**config.mk**
```make
export PLATFORM = sky130hd
export DESIGN_NAME = vga_timing_gen
export DESIGN_NICKNAME = d
export VERILOG_FILES = /design/src/rtl/vga_timing_gen.sv
export SDC_FILE = /design/constraint.sdc
export NUM_CORES = 1
export LEC_CHECK = 0
export ABC_CLOCK_PERIOD_IN_PS = 3200
export CAP_MARGIN = 25
export CORE_ASPECT_RATIO = 0.5
export CORE_UTILIZATION = 50
export CTS_CLUSTER_SIZE = 14
export DETAILED_ROUTE_END_ITERATION = 6
export MAX_ROUTING_LAYER = met4
export PLACE_DENSITY_LB_ADDON = 0.15
export SYNTH_ARGS = -nofsm -noshare
export SYNTH_HDL_FRONTEND = slang
export SYNTH_SLANG_ARGS = --single-unit
export TNS_END_PERCENT = 10
```
**constraint.sdc**
```tcl
create_clock -name Clk -period 3.2 [get_ports Clk]
set_clock_uncertainty 0.05 [all_clocks]
set_input_delay 0.64 -clock Clk [delete_from_list [all_inputs] [get_ports Clk]]
set_output_delay 0.64 -clock Clk [all_outputs]
set_load 0.02 [all_outputs]
```
**src/rtl/vga_timing_gen.sv**
```systemverilog
// -----------------------------------------------------------------------------
// vga_timing_gen
//   Raster timing source for the VGA output path. Divides Clk down to the pixel
//   rate, scans DrawX/DrawY over the full frame and produces hs, vs, blank,
//   sync and pixel_clk. All raster outputs are registers loaded from a decode
//   of the next counter values, so they are aligned with DrawX/DrawY.
//
//   Optional feature macro: FRAME_STROBE_EN
//     defined   -> frame_start port: 1-Clk pulse when the scan enters (0,V_VISIBLE)
//     undefined -> no frame_start port, no strobe logic
//
// Ports
//   Clk          in   system clock, rising edge
//   Reset        in   asynchronous active-high reset
//   pixel_clk    out  divided pixel clock, 50% duty
//   hs           out  horizontal sync, active-low
//   vs           out  vertical sync, active-low
//   blank        out  1 = visible region, 0 = blanking
//   sync         out  composite sync, tied 0
//   DrawX        out  current pixel column, 0..H_TOTAL-1
//   DrawY        out  current line, 0..V_TOTAL-1
//   frame_start  out  (FRAME_STROBE_EN) start-of-vertical-blanking strobe
// -----------------------------------------------------------------------------
module vga_timing_gen #(
   parameter int unsigned CLK_DIV   = 2,
   parameter int unsigned H_VISIBLE = 640,
   parameter int unsigned H_FRONT   = 16,
   parameter int unsigned H_SYNC    = 96,
   parameter int unsigned H_BACK    = 48,
   parameter int unsigned V_VISIBLE = 480,
   parameter int unsigned V_FRONT   = 10,
   parameter int unsigned V_SYNC    = 2,
   parameter int unsigned V_BACK    = 33
) (
   input  logic       Clk,
   input  logic       Reset,
   output logic       pixel_clk,
   output logic       hs,
   output logic       vs,
   output logic       blank,
   output logic       sync,
   output logic [9:0] DrawX,
   output logic [9:0] DrawY
`ifdef FRAME_STROBE_EN
   ,
   output logic       frame_start
`endif
);

   localparam int unsigned H_TOTAL = H_VISIBLE + H_FRONT + H_SYNC + H_BACK;
   localparam int unsigned V_TOTAL = V_VISIBLE + V_FRONT + V_SYNC + V_BACK;
   localparam int unsigned CNT_W   = 10;
   // Decode compares are one bit wider so a sync window ending at 1024 still works.
   localparam int unsigned CMP_W   = CNT_W + 1;
   localparam int unsigned DIV_W   = (CLK_DIV > 2) ? $clog2(CLK_DIV) : 1;

   localparam logic [DIV_W-1:0] DIV_LAST = DIV_W'(CLK_DIV - 1);
   localparam logic [DIV_W-1:0] DIV_HALF = DIV_W'(CLK_DIV / 2);

   localparam logic [CNT_W-1:0] H_LAST = CNT_W'(H_TOTAL - 1);
   localparam logic [CNT_W-1:0] V_LAST = CNT_W'(V_TOTAL - 1);

   localparam logic [CMP_W-1:0] H_VIS_END  = CMP_W'(H_VISIBLE);
   localparam logic [CMP_W-1:0] HS_START   = CMP_W'(H_VISIBLE + H_FRONT);
   localparam logic [CMP_W-1:0] HS_END     = CMP_W'(H_VISIBLE + H_FRONT + H_SYNC);
   localparam logic [CMP_W-1:0] V_VIS_END  = CMP_W'(V_VISIBLE);
   localparam logic [CMP_W-1:0] VS_START   = CMP_W'(V_VISIBLE + V_FRONT);
   localparam logic [CMP_W-1:0] VS_END     = CMP_W'(V_VISIBLE + V_FRONT + V_SYNC);

   // Parameter legality, rejected at elaboration
   generate
      if (H_TOTAL > 1024) begin : g_bad_h_total
         $error("vga_timing_gen: H_TOTAL (%0d) exceeds 1024", H_TOTAL);
      end
      if (V_TOTAL > 1024) begin : g_bad_v_total
         $error("vga_timing_gen: V_TOTAL (%0d) exceeds 1024", V_TOTAL);
      end
      if ((CLK_DIV < 2) || ((CLK_DIV % 2) != 0)) begin : g_bad_clk_div
         $error("vga_timing_gen: CLK_DIV (%0d) must be even and >= 2", CLK_DIV);
      end
   endgenerate

   logic [DIV_W-1:0] div;
   logic [DIV_W-1:0] div_nxt;
   logic             pe;
   logic             pclk_nxt;
   logic [CNT_W-1:0] hc_nxt;
   logic [CNT_W-1:0] vc_nxt;
   logic [CMP_W-1:0] hx;
   logic [CMP_W-1:0] vy;
   logic             hs_nxt;
   logic             vs_nxt;
   logic             blank_nxt;

   // Pixel-enable divider and counter advance
   always_comb begin
      pe       = (div == DIV_LAST);
      div_nxt  = pe ? '0 : div + DIV_W'(1);
      // High for the second half of each pixel, so it falls on the pe edge
      pclk_nxt = (div_nxt >= DIV_HALF);
      hc_nxt   = DrawX;
      vc_nxt   = DrawY;
      if (pe) begin
         if (DrawX == H_LAST) begin
            hc_nxt = '0;
            if (DrawY == V_LAST) begin
               vc_nxt = '0;
            end else begin
               vc_nxt = DrawY + CNT_W'(1);
            end
         end else begin
            hc_nxt = DrawX + CNT_W'(1);
         end
      end
   end

   // Sync/blank decode of the next position, registered alongside the counters
   always_comb begin
      hx        = {1'b0, hc_nxt};
      vy        = {1'b0, vc_nxt};
      hs_nxt    = !((hx >= HS_START) && (hx < HS_END));
      vs_nxt    = !((vy >= VS_START) && (vy < VS_END));
      blank_nxt = (hx < H_VIS_END) && (vy < V_VIS_END);
   end

   // Raster state
   always_ff @(posedge Clk or posedge Reset) begin
      if (Reset) begin
         div       <= '0;
         pixel_clk <= 1'b0;
         DrawX     <= '0;
         DrawY     <= '0;
         hs        <= 1'b1;
         vs        <= 1'b1;
         blank     <= 1'b1;
      end else begin
         div       <= div_nxt;
         pixel_clk <= pclk_nxt;
         DrawX     <= hc_nxt;
         DrawY     <= vc_nxt;
         hs        <= hs_nxt;
         vs        <= vs_nxt;
         blank     <= blank_nxt;
      end
   end

   assign sync = 1'b0;

`ifdef FRAME_STROBE_EN
   localparam logic [CNT_W-1:0] V_BLANK_LINE = CNT_W'(V_VISIBLE);

   logic fs_nxt;

   // Pulse on the pe edge that moves the scan onto (0, V_VISIBLE)
   always_comb begin
      fs_nxt = pe && (hc_nxt == '0) && (vc_nxt == V_BLANK_LINE);
   end

   always_ff @(posedge Clk or posedge Reset) begin
      if (Reset) begin
         frame_start <= 1'b0;
      end else begin
         frame_start <= fs_nxt;
      end
   end
`endif

endmodule

```
==> results by group <==
Run status
  – Status: complete, no violations

STA
  – Max_slew headroom: 37.8%
  – Final setup fails: 0
  – Final Critical Period: 2.56 ns
  – Worst setup margin: 0.641 ns
  – Unrepaired setup endpoints after global routing: false
  – Setup TNS Final: 0 ns
  – Final Hold Vio Count: 0
  – Max Slew Vio Count: 0
  – Least-Margin Pin Slew: 0.932 ns
  – Final period util: 80.0%
  – F_max: 391 MHz

Power and ir drop
  – LEAKAGE: 0.689 nW
  – Psw: 106 µW
  – Sw frac: 20.3%
  – Combinational Power Share: 1.6%
  – Peak VDD IR: 0.183 mV
  – Clock share of power: 40.1%
  – Internal power: 414 µW
  – Part of the power in registers: 58.3%
  – Power per cell area: 306 nW/µm²

Drt
  – WL/cell: 14.7 µm
  – DRT Pass-1 Iters: 4
  – Vias: 1213
  – Detailed-route DRC error count: 0
  – Via-to-Cell Ratio: 5.83
  – ANT nets after route: 0
  – Routed Wire Length: 3.06 mm
  – Drt initial violations: 68

Synth
  – Leading cell types by count after synthesis: 21 x dfrtp_1, 16 x nand2_1, 10 x o21ai_0
  – YS warnings: 0
  – Largest area contributor in the netlist: dfrtp_1
  – FF+latch count, synth: 24
  – Number of flops mapped to enable cells by yosys: 0
  – Top FF cell, synth: dfrtp_1
  – Sequential fraction of the synthesis area: 43.9%
  – Synthesized Nets: 153
  – Async SR Flop Fraction: 100%
  – Mapped Area: 1380 µm²
  – Count leader, synth: dfrtp_1
  – Avg Inst Size Synth: 9.30 µm²
  – Synth cell types: 50
  – Top post-synthesis cells by area: dfrtp_1 38%, dfstp_2 5.7%, nand2_1 4.4%, o21ai_0 3.6%, nand3_1 3.3%
  – Mapped Cells: 148
  – Yosys top cell area share: 38.2%

Placed design
  – GP Congestion: 0.880
  – Dpl ws: 0.688 ns
  – PortBufs: 25
  – DP HPWL: 2.20 mm
  – Placed insts: 204

Floorplanning
  – Die area: 2980 µm²
  – Row cnt: 13
  – Ports: 27
  – Core area: 2600 µm²
  – Initial Utilization: 52.9%
  – Die width: 76.2 µm
  – Die Y: 39.1 µm

Worst setup path
  – FF-to-FF Start: DrawX[5]
  – Origin of the worst setup path: DrawX[5]
  – Worst-path cell chain: or3_1 -> or4_4 -> or4_4 -> a22oi_2 -> nand4b_1
  – Crit path DAT: 2.70 ns
  – CP max stage delay: 0.59 ns
  – Critical path's most frequent cell: or4_4
  – Worst setup SP type: register
  – Critical path required time: 3.34 ns
  – Slowest cell on the critical path: or4_4
  – Kind of critical path: reg -> reg
  – Critical Path End Type: register
  – CP max FO: 10

Finish
  – Area grow syn2layout: 23.3%
  – Multi-input logic area: 703 µm²
  – Antenna cell count: 0
  – # fillers: 224
  – Layout cells sized above 1: 9.36%
  – FF/Latch Area: 604 µm²
  – Post-route insts no fill: 208
  – Nets: 177

CTS
  – Clock slew at reported path FFs: 0.09 ns
  – CTS resizes: 0
  – Worst skew pair latency: 0.27 ns
  – Total CTS buffers: 3
  – CTS tree: yes
  – Hold buffer count at cts: 0
  – Sink Count: 24
  – Number of post-CTS setup repair buffers: 0
  – Clock Path Buffers: 2
  – H-tree depth: 1
  – Root Buffer: clkbuf_8

Min path
  – Hold_sp: DrawX[7]
  – Hold Crit Class: reg -> reg

Global route
  – Total gr overflow: 0
  – Initial antenna violation count: 0
  – Total Routing Usage GR: 22.1%
  – Vias in the first global route: 996
  – Largest net degree at the start of global routing: 25
  – Global-route wire length before repair: 4.77 mm

Run
  – Max_cap viols: 0
power by group through the flow:
stage	registers (mW)	logic [mW]	clock network [mW]
5_1_grt	0.303	0.00952	0.226
4_1_cts	0.303	0.00859	0.212
6_report	0.303	0.00807	0.209
3_3_place_gp	0.309	0.00841	0
3_5_place_dp	0.309	0.00849	0
2_1_floorplan	0.309	0.00644	0
per-layer routing:
layer / track usage, % / up-vias / wire (µm)
li1: - / 588 / -
met1: 29.3 / 587 / 1500
met2: 35.2 / 38 / 1370
met3: 5.41 / 0 / 193
met4: 4.33 / 0 / 0
met5: - / - / 0
registers in the layout, summed over array words and instances, names as in the netlist:
signal and flops:
hs 1, blank 1, DrawX 10, div 1, DrawY 10, vs 1
logic make-up after synthesis:
kind of cell / share of synthesized area (%)
AOI/OAI and AO/OA: 17.5
xor gates and xnor gates: 3.82
adders and majority gates: 2.73
buffers and inverters: 5.00
DFF: 43.9
muxes: 0.818
other: 0.272
and+or+nand+nor: 26.0
stage by stage:
step	hold slack (ns)	utilization [%]	instance area, µm²	power [mW]
global route	0.544	65.2	1700	0.539
finish	0.520	65.2	1700	0.520
CTS	0.530	65.2	1700	0.524
global placement	0.490	63.1	1640	0.317
detailed placement	0.519	63.1	1640	0.318
floorplan	0.583	-	1380	0.316
final cells by class:
| class | instances | area share, % |
|---|---|---|
| well taps | 37 | 2.73 |
| multi-input cells | 109 | 41.4 |
| flip-flops and latches | 24 | 35.6 |
| clock buffers | 4 | 3.24 |
| inverters | 8 | 1.77 |
| repair buffers | 26 | 15.2 |
layout by cell type (no fill, tap or decap), types with 2 or more instances in the layout:
master           instances
a21oi_1                  2
a31oi_1                  3
and3_1                   4
clkbuf_8                 4
clkdlybuf4s50_1         25
dfrtp_1                 21
dfstp_2                  3
ha_1                     3
inv_1                    8
nand2_1                 16
nand2b_1                 3
nand3_1                  9
nand4_1                  5
nor2_1                   6
nor2b_1                  2
nor3_1                   4
nor4_1                   2
o21ai_0                 10
o31ai_1                  3
or3_1                    3
or4_1                    2
or4_4                    2
xnor2_1                  4
xor2_1                   2
worst max-delay path, delay by kind of cell (launching register included):
family	cells	cell delay, ns
simple gates	4	1.77
compound gates	1	0.22
flops	1	0.45
path summary, 6_finish.rpt:
kind / slack [ns] / end / cells after the start
setup / recovery: 0.64 / vs / 5
hold / removal: 0.52 / DrawX[7] / 1
setup reg to reg: 0.64 / vs / 5
hold reg to reg: 0.52 / DrawX[7] / 1
max in group asynchronous: 1.71 / DrawX[5] / 2
min in group asynchronous: 0.82 / DrawY[5] / 2
Note: power is estimated with default switching activity, not from simulation.
